$ cat src/rtl/fx2_in_scheduler_if.sv
// rtl/fx2_in_scheduler_if.sv - source/FX2 write-path bundle for fx2_in_scheduler
// Purpose: groups the sample source, reply source and FX2 slave-FIFO write
//          signals that pass through the IN scheduler.
// Signals:
//   sample_rdy/sample/sample_ack         sample byte source handshake
//   reply_rdy/reply/reply_end/reply_ack  reply byte source handshake
//   full_n                               FX2 FIFO not full (selected EP)
//   wr_en/wr_data/ep_adr/pktend          FX2 pin-logic write controls
// Modports: master = scheduler, slave = sources plus pin logic.
interface fx2_in_scheduler_if;
  logic       sample_rdy;
  logic [7:0] sample;
  logic       sample_ack;
  logic       reply_rdy;
  logic [7:0] reply;
  logic       reply_end;
  logic       reply_ack;
  logic       full_n;
  logic       wr_en;
  logic [7:0] wr_data;
  logic [1:0] ep_adr;
  logic       pktend;

  modport master (
    input  sample_rdy, sample, reply_rdy, reply, reply_end, full_n,
    output sample_ack, reply_ack, wr_en, wr_data, ep_adr, pktend
  );

  modport slave (
    output sample_rdy, sample, reply_rdy, reply, reply_end, full_n,
    input  sample_ack, reply_ack, wr_en, wr_data, ep_adr, pktend
  );
endinterface

$ cat src/rtl/fx2_in_scheduler.sv
// rtl/fx2_in_scheduler.sv - arbitrates sample and reply bytes onto the FX2 write path
// Purpose: shares one FX2 slave-FIFO write path between the sample stream and
//          the reply stream. Replies have priority and are committed with
//          PKTEND; partial sample packets are flushed after an idle timeout.
// Ports:
//   fx2_clk  sole clock
//   reset    asynchronous, active-high
//   bus      fx2_in_scheduler_if.master (source handshakes, FX2 write controls)
module fx2_in_scheduler #(
  parameter logic [1:0] SAMPLE_EP     = 2'b00,
  parameter logic [1:0] REPLY_EP      = 2'b10,
  parameter int         BURST         = 512,
  parameter int         PKT_SIZE      = 512,
  parameter int         FLUSH_TIMEOUT = 4096
) (
  input logic                fx2_clk,
  input logic                reset,
  fx2_in_scheduler_if.master bus
);
  localparam int PW = $clog2(PKT_SIZE);
  localparam int BW = $clog2(BURST + 1);
  localparam int IW = $clog2(FLUSH_TIMEOUT);
  localparam logic [BW-1:0] BURST_LAST = BW'(BURST - 1);
  localparam logic [IW-1:0] IDLE_MAX   = IW'(FLUSH_TIMEOUT - 1);

  typedef enum logic [2:0] {IDLE, SWITCH, SAMPLE, REPLY, REND, FLUSH} state_t;

  state_t        state, state_nx;
  state_t        target, target_nx;   // state entered once SWITCH completes
  state_t        dest;
  logic [1:0]    ep_q, ep_nx, dest_ep;
  logic          take;
  logic          pktend_q;
  logic [PW-1:0] pkt_cnt;              // wraps at PKT_SIZE like the FX2 auto-commit
  logic [BW-1:0] burst_cnt;
  logic [IW-1:0] idle_cnt;
  logic          sample_wr, reply_wr;

  // Zero-latency acceptance: a byte is written in the cycle it is acked.
  assign sample_wr      = (state == SAMPLE) && bus.sample_rdy && bus.full_n;
  assign reply_wr       = (state == REPLY) && bus.reply_rdy && bus.full_n;
  assign bus.wr_en      = sample_wr | reply_wr;
  assign bus.sample_ack = sample_wr;
  assign bus.reply_ack  = reply_wr;
  assign bus.wr_data    = reply_wr ? bus.reply : (sample_wr ? bus.sample : 8'h00);
  assign bus.ep_adr     = ep_q;
  assign bus.pktend     = pktend_q;

  always_comb begin
    state_nx  = state;
    target_nx = target;
    ep_nx     = ep_q;
    dest      = IDLE;
    dest_ep   = ep_q;
    take      = 1'b0;
    case (state)
      IDLE: begin
        if (bus.reply_rdy) begin
          dest = REPLY;  dest_ep = REPLY_EP;  take = 1'b1;
        end else if (bus.sample_rdy) begin
          dest = SAMPLE; dest_ep = SAMPLE_EP; take = 1'b1;
        end else if ((pkt_cnt != '0) && (idle_cnt == IDLE_MAX)) begin
          dest = FLUSH;  dest_ep = SAMPLE_EP; take = 1'b1;
        end
        // A new FIFOADR needs one setup cycle before the first strobe.
        if (take) begin
          if (dest_ep != ep_q) begin
            state_nx  = SWITCH;
            target_nx = dest;
            ep_nx     = dest_ep;
          end else begin
            state_nx = dest;
          end
        end
      end
      SWITCH: state_nx = target;
      SAMPLE: begin
        // A pending reply leaves after this cycle's write, if one happens.
        if (!bus.sample_rdy || bus.reply_rdy ||
            (sample_wr && (burst_cnt == BURST_LAST)))
          state_nx = IDLE;
      end
      REPLY: begin
        if (reply_wr && bus.reply_end)
          state_nx = REND;
      end
      REND:    state_nx = IDLE;
      FLUSH:   state_nx = IDLE;
      default: state_nx = IDLE;
    endcase
  end

  always_ff @(posedge fx2_clk or posedge reset) begin
    if (reset) begin
      state     <= IDLE;
      target    <= IDLE;
      ep_q      <= SAMPLE_EP;
      pktend_q  <= 1'b0;
      pkt_cnt   <= '0;
      burst_cnt <= '0;
      idle_cnt  <= '0;
    end else begin
      state    <= state_nx;
      target   <= target_nx;
      ep_q     <= ep_nx;
      // Registered so the strobe lines up with the REND/FLUSH cycle.
      pktend_q <= (state_nx == REND) || (state_nx == FLUSH);

      if (state == FLUSH)
        pkt_cnt <= '0;
      else if (sample_wr)
        pkt_cnt <= pkt_cnt + PW'(1);

      if ((state_nx == SAMPLE) && (state != SAMPLE))
        burst_cnt <= '0;
      else if (sample_wr)
        burst_cnt <= burst_cnt + BW'(1);

      // Reply traffic does not reset the flush timer.
      if (sample_wr || (pkt_cnt == '0) || (state == FLUSH))
        idle_cnt <= '0;
      else if (idle_cnt != IDLE_MAX)
        idle_cnt <= idle_cnt + IW'(1);
    end
  end
endmodule

$ cat src/flat_wrapper.sv
// flat-port wrapper written by rule: the top's interface ports become plain ports
module fx2_in_scheduler_flat 
#(
  parameter logic [1:0] SAMPLE_EP     = 2'b00,
  parameter logic [1:0] REPLY_EP      = 2'b10,
  parameter int         BURST         = 512,
  parameter int         PKT_SIZE      = 512,
  parameter int         FLUSH_TIMEOUT = 4096
)
  (fx2_clk, reset, bus_sample_rdy, bus_sample, bus_reply_rdy, bus_reply, bus_reply_end, bus_full_n, bus_sample_ack, bus_reply_ack, bus_wr_en, bus_wr_data, bus_ep_adr, bus_pktend);
  fx2_in_scheduler_if bus_i ();
  input logic fx2_clk;
  input logic reset;
  input wire logic [$bits(bus_i.sample_rdy)-1:0] bus_sample_rdy;
  input wire logic [$bits(bus_i.sample)-1:0] bus_sample;
  input wire logic [$bits(bus_i.reply_rdy)-1:0] bus_reply_rdy;
  input wire logic [$bits(bus_i.reply)-1:0] bus_reply;
  input wire logic [$bits(bus_i.reply_end)-1:0] bus_reply_end;
  input wire logic [$bits(bus_i.full_n)-1:0] bus_full_n;
  output wire logic [$bits(bus_i.sample_ack)-1:0] bus_sample_ack;
  output wire logic [$bits(bus_i.reply_ack)-1:0] bus_reply_ack;
  output wire logic [$bits(bus_i.wr_en)-1:0] bus_wr_en;
  output wire logic [$bits(bus_i.wr_data)-1:0] bus_wr_data;
  output wire logic [$bits(bus_i.ep_adr)-1:0] bus_ep_adr;
  output wire logic [$bits(bus_i.pktend)-1:0] bus_pktend;
  assign bus_i.sample_rdy = bus_sample_rdy;
  assign bus_i.sample = bus_sample;
  assign bus_i.reply_rdy = bus_reply_rdy;
  assign bus_i.reply = bus_reply;
  assign bus_i.reply_end = bus_reply_end;
  assign bus_i.full_n = bus_full_n;
  assign bus_sample_ack = bus_i.sample_ack;
  assign bus_reply_ack = bus_i.reply_ack;
  assign bus_wr_en = bus_i.wr_en;
  assign bus_wr_data = bus_i.wr_data;
  assign bus_ep_adr = bus_i.ep_adr;
  assign bus_pktend = bus_i.pktend;
  fx2_in_scheduler #(.SAMPLE_EP(SAMPLE_EP), .REPLY_EP(REPLY_EP), .BURST(BURST), .PKT_SIZE(PKT_SIZE), .FLUSH_TIMEOUT(FLUSH_TIMEOUT)) u_core (.fx2_clk(fx2_clk), .reset(reset), .bus(bus_i));
endmodule
$ cat config.mk
export PLATFORM = sky130hd
export DESIGN_NAME = fx2_in_scheduler_flat
export DESIGN_NICKNAME = d
export VERILOG_FILES = /design/src/rtl/fx2_in_scheduler_if.sv /design/src/rtl/fx2_in_scheduler.sv /design/src/flat_wrapper.sv
export SDC_FILE = /design/constraint.sdc
export NUM_CORES = 1
export LEC_CHECK = 0
export ABC_AREA = 1
export ABC_CLOCK_PERIOD_IN_PS = 3400
export CORE_MARGIN = 2
export CORE_UTILIZATION = 25
export DETAILED_ROUTE_END_ITERATION = 6
export PLACE_DENSITY = 0.52
export SLEW_MARGIN = 5
export SYNTH_ARGS = -nofsm -noshare
export SYNTH_HDL_FRONTEND = slang
export SYNTH_SLANG_ARGS = --single-unit
$ cat constraint.sdc
create_clock -name fx2_clk -period 3.4 [get_ports fx2_clk]
set_clock_uncertainty 0.05 [all_clocks]
set_input_delay 0.34 -clock fx2_clk [delete_from_list [all_inputs] [get_ports fx2_clk]]
set_output_delay 0.34 -clock fx2_clk [all_outputs]
set_load 0.05 [all_outputs]
Word-level counts from Yosys, hierarchy flattened
Index checks and enable logic that the tools add are counted.
- flip-flop bits (word level): 40
- latch bits: 0
- bits in writable memories: 0
- bits in read-only memories: 0
- input bits: 22
- output and inout bits: 14
- memories: 0
- $add $sub $neg: 3
- multipliers: 0
- div/mod/pow operators: 0
- order comparisons: 0
- eq/ne operators: 12
- shift operators: 0
- multiplexer cells: 24
- bitwise operators: 1
- reductions and logical operators: 21
- operator list (cell ; number):
    12-bit 2-to-1 mux ; 2
    3-bit 2-to-1 mux ; 7
    10-bit 2-to-1 mux ; 2
    9-bit 2-to-1 mux ; 2
    8-bit 2-to-1 mux ; 2
    12-bit by 1-bit adder with 12-bit output, second input constant ; 1
    12-bit == test, second input constant ; 1
    12-bit != test, second input constant ; 1
    3-bit one-hot mux with 4 select lines ; 1
    10-bit by 1-bit adder with 10-bit output, second input constant ; 1
    10-bit by 9-bit == test with 1-bit output, second input constant ; 1
    9-bit by 1-bit adder with 9-bit output, second input constant ; 1
    3-bit by 2-bit == test with 1-bit output, second input constant ; 3
    3-bit == test, second input constant ; 3
    9-bit logical NOT ; 1
    9-bit nonzero test ; 1
    1-bit logical AND ; 8
    2-bit 2-to-1 mux ; 4
    2-bit nonzero test ; 3
    1-bit logical OR ; 5
    1-bit 2-to-1 mux ; 4
    3-bit by 1-bit == test with 1-bit output, second input constant ; 1
    3-bit logical NOT ; 1
    3-bit by 2-bit != test with 1-bit output, second input constant ; 1
    other kinds (4) ; 4

Depth between registers and ports, before layout
- word-level depth: 13
- depth in mapped cells: 14
- gate-level depth less buffers: 13

Least setup slack after synthesis
Ideal clock, no wire load.
- kind: register to output
- start: register u_core.state[0]
- end: output port bus_wr_data[0]
- data arrival time: 1969 ps
- required time: 3010 ps
- setup slack: 1041 ps
- stages on the path, launching flop included: 8
- buffers on the path: 2
- cells stage by stage: dfrtp_1 -> inv_1 -> nand3_2 -> nor2_4 -> buf_6 -> clkbuf_1 -> nand2_1 -> nand2_1
- longest elaborated chain between the ends: 5
- RTL lines (item ; RTL line ; RTL):
    start, declared ; fx2_in_scheduler.sv:28 ; state_t state, state_nx;
    start signal, assigned ; fx2_in_scheduler.sv:103 ; state <= state_nx;
    3-bit by 2-bit == test with 1-bit output ; fx2_in_scheduler.sv:40 ; assign sample_wr = (state == SAMPLE) && bus.sample_rdy && bus.full_n;
    1-bit logical AND (2 in series) ; fx2_in_scheduler.sv:40 ;
    via bus_sample_ack ; flat_wrapper.sv:20 ; output wire logic [$bits(bus_i.sample_ack)-1:0] bus_sample_ack;
    8-bit 2-to-1 mux (2 in series) ; fx2_in_scheduler.sv:45 ; assign bus.wr_data = reply_wr ? bus.reply : (sample_wr ? bus.sample : 8'h00);
    end, declared ; flat_wrapper.sv:23 ; output wire logic [$bits(bus_i.wr_data)-1:0] bus_wr_data;
The timed path passes the listed nets, and every way through them passes these cells.

Worst setup path in the final report
- start: input port bus_sample_rdy
- end: output port bus_wr_en
- longest elaborated chain between the ends: 3
- RTL lines (item ; RTL line ; RTL):
    start, declared ; flat_wrapper.sv:14 ; input wire logic [$bits(bus_i.sample_rdy)-1:0] bus_sample_rdy;
    1-bit logical AND (2 in series) ; fx2_in_scheduler.sv:40 ;
    1-bit bitwise OR ; fx2_in_scheduler.sv:42 ; assign bus.wr_en = sample_wr | reply_wr;
    end, declared ; flat_wrapper.sv:22 ; output wire logic [$bits(bus_i.wr_en)-1:0] bus_wr_en;
No other way between the ends.

==> results.json <==
{
  "outcome": "complete, no violations",
  "yosysTopAreaCellShare_pct": 41.3,
  "place_ws_ps": 697,
  "clock-sinks": 40,
  "worstPathRequired_ps": 3010,
  "slowest_delay_ps": 800,
  "io_pins": 36,
  "syn-instance-count": 289,
  "relSlewSlack_pct": 51.9,
  "wirelength_um": 5210,
  "slowest_stage": "clkdlybuf4s50_1",
  "avgSynthCellArea_sq_um": 8.38,
  "synth-seq-area-share_pct": 41.3,
  "drt_iter0_markers": 56,
  "fmax_mhz": 370,
  "grt_pass1_vias": 1969,
  "antenna_cells": 0,
  "p_int_mw": 1.02,
  "rows": 35,
  "p_leak_nw": 1.29,
  "hold_violations": 0,
  "syn_area_sq_um": 2420,
  "cts-resized-gates": 0,
  "final_nets": 357,
  "postLayoutSetupSlackWorst_ps": 700,
  "syn_nets": 315,
  "dpl.hpwl_um": 4010,
  "htree_levels": 2,
  "drive_above_1_share_pct": 18.1,
  "critPathArrivalTime_ps": 2310,
  "viasPerCell": 4.39,
  "start_kind": "primary input",
  "die_h_um": 102,
  "worst_setup_path_end_kind": "output port",
  "cp_cell_sequence": "clkdlybuf4s50_1, nand2_1, nor2_4, inv_2, nand2_1, clkdlybuf4s50_1",
  "synth-edff-count": 0,
  "swShare_pct": 44.6,
  "irDropWorstVdd_mv": 0.251,
  "crit_type": "primary input to output port",
  "place_area_sq_um": 2930,
  "via_count": 2023,
  "cts.clk_slew.worst_paths_ps": 80,
  "grt_pass1_wl_um": 8890,
  "antenna_found_initial": 0,
  "min_period_over_period_pct": 79.4,
  "die_x_um": 102,
  "cts.path.max_buffers": 2,
  "rrSetupSlack_ps": 1320,
  "power_frac_seq_pct": 38.0,
  "worstMarginPinSlew_ps": 721,
  "ys_types": 40,
  "clk_latency_ps": 300,
  "power_density_nw_per_um2": 609,
  "synthTopCellsByArea": "dfrtp_1, nand2_1, inv_1",
  "cts_made_buffers": 5,
  "yosys-top-cells-count": "nand2_1, dfrtp_1, inv_1, nor2_1, o21ai_0",
  "power_switching_mw": 0.820,
  "cts-root-buf": "clkbuf_8",
  "final_cell_area_sq_um": 3010,
  "gr-total-overflow": 0,
  "cp_max_fo": 11,
  "utilization_pct": 32.3,
  "grt_max_degree": 19,
  "cts_setup_buffers": 0,
  "yosysMostFrequentCell": "nand2_1",
  "hold_class": "primary input to async pin",
  "syn_to_final_growth_pct": 24.5,
  "async_flop_share_pct": 100,
  "ys_seq_elements": 40,
  "track_usage_pct": 10.7,
  "cts_tree": "yes",
  "dieArea_sq_um": 10500,
  "synth_top_area_cell": "dfrtp_1",
  "detail-route-antenna-nets": 0,
  "rsz0062_at_grt": "false",
  "io_buffers": 35,
  "yosys_warnings": 0,
  "min_period_ps": 2700,
  "pwr-share-clk_pct": 17.6,
  "worst-path-buf-inv": 3,
  "postCtsHoldBufs": 0,
  "wire_per_inst_um": 11.3,
  "coreArea_sq_um": 9330,
  "critPathTopFamily": "buffers and inverters",
  "combinationalPowerShare_pct": 44.4,
  "setup_viol": 0,
  "cap_violations": 0,
  "initial_core_util_pct": 26.0,
  "place.gp.congestion": 0.809,
  "dr.pass1.iters": 6,
  "ys.flop_type": "dfrtp_1",
  "tns_ps": 0,
  "maxSlewViolCount": 0,
  "drc": 0
}
worst paths after layout:
| kind | startpoint | to | cells past startpoint |
|---|---|---|---|
| max | bus_sample_rdy | bus_wr_en | 6 |
| min | reset | u_core.bus.ep_adr[0] | 2 |
| max reg2reg | u_core.pkt_cnt[0] | u_core.burst_cnt[7] | 11 |
| min reg2reg | u_core.pkt_cnt[8] | u_core.pkt_cnt[8] | 1 |
| max in group asynchronous | reset | u_core.pkt_cnt[7] | 3 |
| min in group fx2_clk | u_core.pkt_cnt[8] | u_core.pkt_cnt[8] | 1 |
flip-flops by register name (all words and copies together), names as in the netlist:
| register | cells |
|---|---|
| u_core.pkt_cnt | 9 |
| u_core.state | 3 |
| u_core.target | 3 |
| u_core.burst_cnt | 10 |
| u_core.idle_cnt | 12 |
| u_core.bus.pktend | 1 |
| u_core.bus.ep_adr | 2 |
cells in the final DEF, fill, tap and decap left out, types with 6 or more instances in the layout:
cell type and instances:
nand2_1 52, dfrtp_1 40, inv_1 35, clkdlybuf4s50_1 35, nor2_1 21, o21ai_0 15
nand3_1 13, a21oi_1 12, a21oi_2 11, nand4_1 9, nand2_2 8, inv_2 8
nand3_2 6
cell families (layout without fill, tap and decap cells):
logic type                 Yosys count  in the layout  synth area share (%)
AOI/OAI and AO/OA                   56             56                  15.2
muxes                                1              1                 0.413
buffers and inverters               46             89                  7.75
xor gates and xnor gates             7              7                  2.53
and+or+nand+nor                    135            135                  30.7
DFF                                 40             40                  41.3
adders and majority gates            4              4                  2.07
power by group through the flow:
stage / sequential (mW) / clock (mW) / combinational [mW]
finish: 0.699 / 0.323 / 0.815
detailed placement: 0.705 / 0 / 0.826
global placement: 0.704 / 0 / 0.819
CTS: 0.698 / 0.337 / 0.826
global route: 0.717 / 0.355 / 0.904
floorplan: 0.703 / 0 / 0.646
through the flow:
stage	power, mW	cells	hold slack [ps]
floorplan	1.35	289	384
global placement	1.52	453	410
detailed placement	1.53	453	411
CTS	1.86	461	426
global route	1.97	461	451
finish	1.84	461	400
routing by layer:
layer  part of all wire [%]  GRT usage (%)  vias to the layer above
li1                       -              -                     1041
met1                     47           13.1                      932
met2                     47           18.0                       43
met3                    4.4           3.01                        7
met4                    1.7           4.00                        0
met5                      0              0                        -
final cells by class:
cell class | instances | area [sq um]
inverters | 43 | 161
fillers | 972 | 6310
repair buffers | 38 | 373
well taps | 129 | 161
clock inverters | 1 | 8.76
clock buffers | 7 | 76.3
multi-input cells | 203 | 1230
flip-flops and latches | 40 | 1000
Power figures use the tool's default switching activity.
